--- src/rtl/mem_stage_if.sv ---
// mem_stage_if: handshake and bus bundle around the memory-access stage.
//   exe_to_mem_bus   : {regW, regAddr, aluResult, load_inst} from execute
//   exe_to_mem_valid : execute entry valid
//   mem_to_exe_ready : memory stage can accept
//   load_data        : aligned memory word, valid in the cycle after acceptance
//   mem_to_wb_bus    : {regW, regAddr, wb_data} toward writeback
//   mem_to_wb_valid  : entry valid toward writeback
//   wb_to_mem_ready  : writeback can accept
//   mem_fw_bus       : {fw_we, regAddr, wb_data} forwarding toward decode
// Modports: slave = the memory stage, master = its environment.
interface mem_stage_if #(
  parameter int ADDR_WIDTH = 5,
  parameter int DATA_WIDTH = 32
);
  logic [DATA_WIDTH+ADDR_WIDTH+3:0] exe_to_mem_bus;
  logic                             exe_to_mem_valid;
  logic                             mem_to_exe_ready;
  logic [DATA_WIDTH-1:0]            load_data;
  logic [DATA_WIDTH+ADDR_WIDTH:0]   mem_to_wb_bus;
  logic                             mem_to_wb_valid;
  logic                             wb_to_mem_ready;
  logic [DATA_WIDTH+ADDR_WIDTH:0]   mem_fw_bus;

  modport slave (
    input  exe_to_mem_bus, exe_to_mem_valid, load_data, wb_to_mem_ready,
    output mem_to_exe_ready, mem_to_wb_bus, mem_to_wb_valid, mem_fw_bus
  );

  modport master (
    output exe_to_mem_bus, exe_to_mem_valid, load_data, wb_to_mem_ready,
    input  mem_to_exe_ready, mem_to_wb_bus, mem_to_wb_valid, mem_fw_bus
  );
endinterface

--- src/rtl/mem_stage.sv ---
// mem_stage: memory-access pipeline stage.
// Registers the execute result, formats the aligned load word (lane select
// plus sign/zero extension), forwards {regW, regAddr, wb_data} to writeback
// and drives the decode forwarding bus.
// Ports:
//   clk  : clock
//   rst  : synchronous reset, active-low
//   bus  : mem_stage_if.slave (execute/writeback handshakes, load_data, fw bus)
// Optional build macro MEM_STAGE_PERF_EN adds perf_load_cnt / perf_stall_cnt.
module mem_stage #(
  parameter int ADDR_WIDTH = 5,
  parameter int DATA_WIDTH = 32
) (
  input  logic         clk,
  input  logic         rst,
  mem_stage_if.slave   bus
`ifdef MEM_STAGE_PERF_EN
  ,
  output logic [31:0]  perf_load_cnt,
  output logic [31:0]  perf_stall_cnt
`endif
);

  // FRESH: load_data is the live word; HELD: word captured on stall entry.
  typedef enum logic {HELD = 1'b0, FRESH = 1'b1} word_state_e;

  logic                  in_regw;
  logic [ADDR_WIDTH-1:0] in_addr;
  logic [DATA_WIDTH-1:0] in_alu;
  logic [2:0]            in_ld;

  logic                  valid_q, valid_d;
  word_state_e           state_q, state_d;
  logic [DATA_WIDTH-1:0] hold_q, hold_d;
  logic                  regw_q, regw_d;
  logic [ADDR_WIDTH-1:0] addr_q, addr_d;
  logic [DATA_WIDTH-1:0] alu_q, alu_d;
  logic [2:0]            ld_q, ld_d;

  logic                  ready;
  logic                  accept;
  logic [DATA_WIDTH-1:0] word;
  logic [7:0]            lane_b;
  logic [15:0]           lane_h;
  logic [DATA_WIDTH-1:0] wb_data;

  assign {in_regw, in_addr, in_alu, in_ld} = bus.exe_to_mem_bus;

  assign ready  = ~valid_q | bus.wb_to_mem_ready;
  assign accept = bus.exe_to_mem_valid & ready;

  always_ff @(posedge clk) begin
    if (!rst) begin
      valid_q <= 1'b0;
      state_q <= HELD;
      hold_q  <= '0;
      regw_q  <= 1'b0;
      addr_q  <= '0;
      alu_q   <= '0;
      ld_q    <= '0;
    end else begin
      valid_q <= valid_d;
      state_q <= state_d;
      hold_q  <= hold_d;
      regw_q  <= regw_d;
      addr_q  <= addr_d;
      alu_q   <= alu_d;
      ld_q    <= ld_d;
    end
  end

  always_comb begin
    valid_d = valid_q;
    state_d = state_q;
    hold_d  = hold_q;
    regw_d  = regw_q;
    addr_d  = addr_q;
    alu_d   = alu_q;
    ld_d    = ld_q;
    if (accept) begin
      valid_d = 1'b1;
      state_d = FRESH;
      regw_d  = in_regw;
      addr_d  = in_addr;
      alu_d   = in_alu;
      ld_d    = in_ld;
    end else if (bus.wb_to_mem_ready) begin
      valid_d = 1'b0;
    end
    // load_data is only guaranteed for one cycle: capture it when a stall begins.
    if (state_q == FRESH && valid_q && !bus.wb_to_mem_ready) begin
      hold_d  = bus.load_data;
      state_d = HELD;
    end
  end

  assign word = (state_q == FRESH) ? bus.load_data : hold_q;

  always_comb begin
    lane_b = word[7:0];
    case (alu_q[1:0])
      2'd0:    lane_b = word[7:0];
      2'd1:    lane_b = word[15:8];
      2'd2:    lane_b = word[23:16];
      default: lane_b = word[31:24];
    endcase
    lane_h = alu_q[1] ? word[31:16] : word[15:0];
  end

  always_comb begin
    wb_data = alu_q;
    case (ld_q)
      3'b001:  wb_data = {{(DATA_WIDTH-8){lane_b[7]}}, lane_b};
      3'b010:  wb_data = {{(DATA_WIDTH-16){lane_h[15]}}, lane_h};
      3'b011:  wb_data = word;
      3'b100:  wb_data = {{(DATA_WIDTH-8){1'b0}}, lane_b};
      3'b101:  wb_data = {{(DATA_WIDTH-16){1'b0}}, lane_h};
      default: wb_data = alu_q;
    endcase
  end

  assign bus.mem_to_exe_ready = ready;
  assign bus.mem_to_wb_valid  = valid_q;
  assign bus.mem_to_wb_bus    = {regw_q, addr_q, wb_data};
  assign bus.mem_fw_bus       = {valid_q & regw_q, addr_q, wb_data};

`ifdef MEM_STAGE_PERF_EN
  logic [31:0] load_cnt_q, load_cnt_d;
  logic [31:0] stall_cnt_q, stall_cnt_d;
  logic        in_is_load;

  assign in_is_load = (in_ld >= 3'b001) && (in_ld <= 3'b101);

  always_comb begin
    load_cnt_d  = load_cnt_q;
    stall_cnt_d = stall_cnt_q;
    if (accept && in_is_load)
      load_cnt_d = load_cnt_q + 32'd1;
    if (valid_q && !bus.wb_to_mem_ready)
      stall_cnt_d = stall_cnt_q + 32'd1;
  end

  always_ff @(posedge clk) begin
    if (!rst) begin
      load_cnt_q  <= '0;
      stall_cnt_q <= '0;
    end else begin
      load_cnt_q  <= load_cnt_d;
      stall_cnt_q <= stall_cnt_d;
    end
  end

  assign perf_load_cnt  = load_cnt_q;
  assign perf_stall_cnt = stall_cnt_q;
`endif

endmodule

--- src/flat_wrapper.sv ---
// flat-port wrapper written by rule: the top's interface ports become plain ports
module mem_stage_flat 
#(
  parameter int ADDR_WIDTH = 5,
  parameter int DATA_WIDTH = 32
)
  (clk, rst, bus_exe_to_mem_bus, bus_exe_to_mem_valid, bus_load_data, bus_wb_to_mem_ready, bus_mem_to_exe_ready, bus_mem_to_wb_bus, bus_mem_to_wb_valid, bus_mem_fw_bus);
  mem_stage_if #(.ADDR_WIDTH(ADDR_WIDTH), .DATA_WIDTH(DATA_WIDTH)) bus_i ();
  input  logic clk;
  input  logic rst;
  input wire logic [$bits(bus_i.exe_to_mem_bus)-1:0] bus_exe_to_mem_bus;
  input wire logic [$bits(bus_i.exe_to_mem_valid)-1:0] bus_exe_to_mem_valid;
  input wire logic [$bits(bus_i.load_data)-1:0] bus_load_data;
  input wire logic [$bits(bus_i.wb_to_mem_ready)-1:0] bus_wb_to_mem_ready;
  output wire logic [$bits(bus_i.mem_to_exe_ready)-1:0] bus_mem_to_exe_ready;
  output wire logic [$bits(bus_i.mem_to_wb_bus)-1:0] bus_mem_to_wb_bus;
  output wire logic [$bits(bus_i.mem_to_wb_valid)-1:0] bus_mem_to_wb_valid;
  output wire logic [$bits(bus_i.mem_fw_bus)-1:0] bus_mem_fw_bus;
  assign bus_i.exe_to_mem_bus = bus_exe_to_mem_bus;
  assign bus_i.exe_to_mem_valid = bus_exe_to_mem_valid;
  assign bus_i.load_data = bus_load_data;
  assign bus_i.wb_to_mem_ready = bus_wb_to_mem_ready;
  assign bus_mem_to_exe_ready = bus_i.mem_to_exe_ready;
  assign bus_mem_to_wb_bus = bus_i.mem_to_wb_bus;
  assign bus_mem_to_wb_valid = bus_i.mem_to_wb_valid;
  assign bus_mem_fw_bus = bus_i.mem_fw_bus;
  mem_stage #(.ADDR_WIDTH(ADDR_WIDTH), .DATA_WIDTH(DATA_WIDTH)) u_core (.clk(clk), .rst(rst), .bus(bus_i));
endmodule
--- config.mk ---
export PLATFORM = sky130hd
export DESIGN_NAME = mem_stage_flat
export DESIGN_NICKNAME = d
export VERILOG_FILES = /design/src/rtl/mem_stage_if.sv /design/src/rtl/mem_stage.sv /design/src/flat_wrapper.sv
export SDC_FILE = /design/constraint.sdc
export NUM_CORES = 1
export LEC_CHECK = 0
export BUFFER_PORTS_ARGS = -buffer_cell sky130_fd_sc_hd__buf_2
export CELL_PAD_IN_SITES_DETAIL_PLACEMENT = 2
export CELL_PAD_IN_SITES_GLOBAL_PLACEMENT = 2
export CORE_UTILIZATION = 30
export DETAILED_ROUTE_END_ITERATION = 16
export GPL_ROUTABILITY_DRIVEN = 0
export PLACE_DENSITY_LB_ADDON = 0.1
export RECOVER_POWER = 50
export SLEW_MARGIN = 20
export SYNTH_ARGS = -nofsm -noshare
export SYNTH_HDL_FRONTEND = slang
export SYNTH_SLANG_ARGS = --single-unit
--- constraint.sdc ---
create_clock -name clk -period 9.9 [get_ports clk]
set_input_delay 2.97 -clock clk [delete_from_list [all_inputs] [get_ports clk]]
set_output_delay 2.97 -clock clk [all_outputs]
set_load 0.05 [all_outputs]
==> results.cfg, run 1 <==
[route]
drc = 20
vias_per_cell = 5.172
drtPass1Iterations = 11
route.antenna.remaining_nets = 0
routedWlPerCell_microns = 19.45
vias = 4422
wl_mm = 16.63
drt_iter0_markers = 197

[sta]
finalCritPeriodShare_pct = 80.80
setup_viol = 0
fmax_ghz = 0.1250
tightest_slew_ns = 3.053
hold_ws_ns = 0.4688
setup_ws_ns = 1.901
drv_slew = 76
rsz0062_at_grt = no
hold_viol_final = 0
fin_tns_setup_ns = 0
fin_worst_skew_ns = 0.006623
min_period_ns = 7.999
slew_headroom_pct = -103.6

[cells_and_area]
mostFrequentLayoutCell = nand2_1
instances_no_fill = 855
diodes = 0
layout-drive-gt1-share_pct = 27.42
final_nets = 743
areaGrowthSynthToFinish_pct = 18.72
final_cell_mix = 150 x nand2_1, 141 x buf_2, 74 x dfxtp_1

[clock_network]
ctsHoldBuffers = 0
ctsLongestPathBuffers = 2
clockRootBuffer = clkbuf_16
cts_tree = built
insertion_delay_ns = 0.34
clk_pin_slew_ns = 0.06
post_cts_buffers = 0
h-tree-depth = 3
numCtsBuffers = 9
clkSinkCount = 75
post_cts_resized = 0

[floorplan]
num_rows = 44
num_io_pins = 155
die_w_microns = 124.8
core_area_sq_um = 14640
initial_core_util_pct = 30.90
die_h_microns = 124.8
die-area_sq_um = 15580

[worst_setup_path]
crit_fanout = 8
critPathArrivalTime_ns = 5.03
start_kind = primary input
critPathCaptureType = primary output
path_class = primary input to primary output
critPathRequiredTime_ns = 6.93

[yosys]
yosysUniqueCellTypes = 37
synthAdderAreaFrac_pct = 0
synth_xor_area_share_pct = 0.1936
ys_seq_area_share_pct = 33.19
yosysWarningCount = 0
synth-compound-area-share_pct = 20.19
synth-simple-area-share_pct = 22.90
synth_top_family_by_area = simple AND/OR/NAND/NOR gates
synth_fp_nets = 654
synthMuxAreaShare_pct = 12.94
synthCells = 577
synth_area_sq_um = 4524
syn_area_per_cell_sq_um = 7.841
synth-seq-cells = 75

[hold_path]
hold_path_class = flop to flop

[power_and_ir_drop]
p_leak_uw = 0.002166
vdd_drop_max_uv = 95.16
powerDensity_nw_per_um2 = 187.3

[placement]
portBuffers = 154
dp_hpwl_mm = 12.19
placed_cells = 838
preCtsSetupSlack_ns = 1.901

[global_route]
antenna_found_initial = 0
grt_pass1_wl_mm = 26.05
grt.total_usage_pct = 21.96
grt_pass1_vias = 4642
grt_max_degree = 76
grt_overflow = 0

[status]
violations = design-rule violations, max-capacitance violations, max-slew violations
status = finished, violations left

[flow_run]
drv_cap = 1
layer usage:
layer	part of all wire, %	wire, microns	track usage (%)	vias up
met5	0	0	0	-
met4	1.6	270	7.698	0
met3	4.9	818	3.780	22
met2	51	8446	39.42	115
met1	43	7097	26.17	2165
li1	-	-	-	2120
per-stage QoR:
stage / total power, uW / area, sq um / util [%]
3_5_place_dp: 680.8 / 5091 / 34.77
2_1_floorplan: 618.4 / 4524 / -
6_report: 1006 / 5371 / 36.68
5_1_grt: 1048 / 5371 / 36.68
3_3_place_gp: 674.5 / 5089 / 34.75
4_1_cts: 1015 / 5380 / 36.74
flip-flops by register name, indices dropped and copies added, names as in the netlist:
signal / count
u_core.alu_q: 32
u_core.hold_q: 32
u_core.addr_q: 5
u_core.ld_q: 3
u_core.bus.mem_to_wb_valid: 1
u_core.regw_q: 1
u_core.state_q: 1
worst max-delay path, cell delays in order:
cell,delay [ns]
buf_2,0.10
mux2i_1,0.10
mux4_2,0.58
a21oi_4,0.30
nor3_1,0.10
nor4_1,0.51
buf_2,0.36
synthesized netlist by cell type (all sizes together):
master   count  area share, %
nand2      151             13
dfxtp       75             33
a21boi      74             12
buf         53            8.1
nor2        43            3.6
clkbuf      29            2.4
mux2i       27            6.0
nor3        16            1.8
o21ai       13            1.4
a21oi       12            1.6
o22ai       11            1.5
mux2        10            2.5
mux4         9            4.5
nand2b       9            1.2
nor4         9            1.2
o2bb2ai      7            1.4
o22a         5           0.97
and2         3           0.41
nand3        3           0.44
nand3b       3           0.50
a22oi        2           0.33
nor2b        2           0.28
nor3b        2           0.44
o21a         2           0.33
o221ai       2           0.39
or2          2           0.28
and3b        1           0.19
inv          1          0.083
xnor2        1           0.19
power by group:
group          switching (uW)  internal, uW  leakage, uW
sequential               13.5           315     0.000613
clock                     132           202     0.000141
combinational             259          84.6      0.00141
final timing paths:
path | startpoint | endpoint | slack [ns] | cells past startpoint
max | bus_load_data[31] | bus_mem_fw_bus[9] | 1.90 | 7
min | u_core.alu_q[24] | u_core.alu_q[24] | 0.47 | 2
max reg2reg | u_core.state_q | u_core.hold_q[3] | 7.74 | 5
min reg2reg | u_core.alu_q[24] | u_core.alu_q[24] | 0.47 | 2
final cells by class:
class	count	area (sq um)
fillers	1743	9273
multi-input cells	419	2546
flip-flops and latches	75	1503
repair buffers	160	799.5
clock buffers	14	254.0
well taps	184	230.2
clock inverters	2	35.03
inverters	1	3.754
kinds of logic after synthesis:
family | Yosys count
flip-flops | 75
XOR/XNOR | 1
multiplexers | 46
AO/OA/AOI/OAI | 128
buffers and inverters | 83
AND/OR/NAND/NOR | 244
(Power assumes the default switching activity.)
==> run 2: changes to the inputs <==
- CORE_UTILIZATION: 30 -> 25
- clock period: 9.9 -> 7.33 ns (I/O delays scaled with it)
==> results.cfg, run 2 (synthesis results as in run 1) <==
[sta]
fin_worst_skew_ns = 0.006246
rsz0062_at_grt = no
finalCritPeriodShare_pct = 85.56
setup_viol = 0
min_period_ns = 6.271
slew_headroom_pct = -99.08
tightest_slew_ns = 2.986
hold_viol_final = 0
fin_tns_setup_ns = 0
drv_slew = 76
fmax_ghz = 0.1595

[worst_setup_path]
r2r_end = u_core.hold_q[29]
path_class = primary input to primary output
rr_worst_depth = 5
crit_start = bus_load_data[31]
r2r-start = u_core.bus.mem_to_wb_valid
critPathRequiredTime_ns = 5.13
critPathArrivalTime_ns = 4.07
critPathCaptureType = primary output
crit_fanout = 8
start_kind = primary input
crit_end = bus_mem_to_wb_bus[11]
rrSetupSlack_ns = 5.28

[floorplan]
num_rows = 48
die-area_sq_um = 18640
die_w_microns = 136.5
initial_core_util_pct = 25.89
core_area_sq_um = 17480
num_io_pins = 155
die_h_microns = 136.5

[cells_and_area]
final_cell_mix = 151 x nand2_1, 141 x buf_2, 74 x dfxtp_1
top_regs = u_core.alu_q: 32 flops, u_core.hold_q: 32 flops, u_core.addr_q: 5 flops
mostFrequentLayoutCell = nand2_1
diodes = 0
layout-drive-gt1-share_pct = 29.17
fin_area_sq_um = 5479
areaGrowthSynthToFinish_pct = 21.10
nFillCells = 2039
final_nets = 744

[global_route]
grt_overflow = 0
grt_pass1_wl_mm = 25.85
grt.total_usage_pct = 18.93
global_route.usage.met3_pct = 3.741
grt_use_met1_pct = 23.61
grt_max_degree = 76
busiest_layer = met2
grt_util_met2_pct = 32.09
grt_pass1_vias = 4504
antenna_found_initial = 0

[placement]
dp_hpwl_mm = 12.57
place_area_sq_um = 5205
portBuffers = 154

[clock_network]
insertion_delay_ns = 0.35
post_cts_resized = 0
numCtsBuffers = 9
clk_pin_slew_ns = 0.06
ctsHoldBuffers = 0
clockRootBuffer = clkbuf_16
cts_tree = built
clkSinkCount = 75
post_cts_buffers = 0
h-tree-depth = 3
ctsLongestPathBuffers = 2

[power_and_ir_drop]
vdd_drop_max_uv = 109.6
powerDensity_nw_per_um2 = 249.4
p_leak_uw = 0.002178

[route]
drt_iter0_markers = 144
drc = 0
drtPass1Iterations = 4
routedWlPerCell_microns = 18.94
vias_per_cell = 4.857
wl_mm = 16.99
route.antenna.remaining_nets = 0
vias = 4357

[hold_path]
hold_path_class = flop to flop

[status]
violations = max-capacitance violations, max-slew violations
status = finished, violations left

[flow_run]
drv_cap = 1
## run 2: area by class of cell
type                    instances  area (sq um)  area share (%)
clock buffers                   9         225.2           4.111
inverters                       1         3.754         0.06851
clock inverters                 7         68.82           1.256
flip-flops and latches         75          1503           27.43
repair buffers                161         803.3           14.66
well taps                     225         281.5           5.138
multi-input cells             419          2594           47.34
## run 2: power by group
| group | total, uW | switching [uW] | leakage, uW | internal (uW) |
|---|---|---|---|---|
| Sequential | 442 | 17.5 | 0.000613 | 425 |
| Clock | 455 | 192 | 0.000141 | 263 |
| Combinational | 470 | 352 | 0.00142 | 117 |
## run 2: worst max-delay path, cell delays in order
cell	delay [ns]
buf_2	0.11
mux2i_1	0.09
mux4_2	0.58
a21oi_4	0.33
nor3_1	0.11
nor4_2	0.33
buf_2	0.33
## run 2: per-stage QoR
stage	total power [uW]	worst slack (ns)	hold WS, ns	std cells	utilization [%]
3_3_place_gp	920.9	1.100	0.4503	881	29.78
2_1_floorplan	840.3	0.6545	0.4403	577	-
4_1_cts	1389	1.035	0.4689	897	31.46
5_1_grt	1436	0.9135	0.5006	897	31.35
6_report	1366	1.059	0.4700	897	31.35
3_5_place_dp	926.9	1.040	0.4600	881	29.78
## run 2: worst min path at each step
stage / slack [ns] / from / to / cells past startpoint
after floorplan: 0.44 / u_core.alu_q[16] / u_core.alu_q[16] / 2
after global placement: 0.45 / u_core.alu_q[18] / u_core.alu_q[18] / 2
after detailed placement: 0.46 / u_core.alu_q[18] / u_core.alu_q[18] / 2
after CTS: 0.47 / u_core.alu_q[18] / u_core.alu_q[18] / 2
after global routing: 0.50 / u_core.alu_q[18] / u_core.alu_q[18] / 2
final: 0.47 / u_core.alu_q[18] / u_core.alu_q[18] / 2
## run 2: per-layer routing
metal	wire [microns]	share of wire, %
met5	0	0
met2	8259	49
met3	780	4.6
met1	7639	45
met4	309	1.8
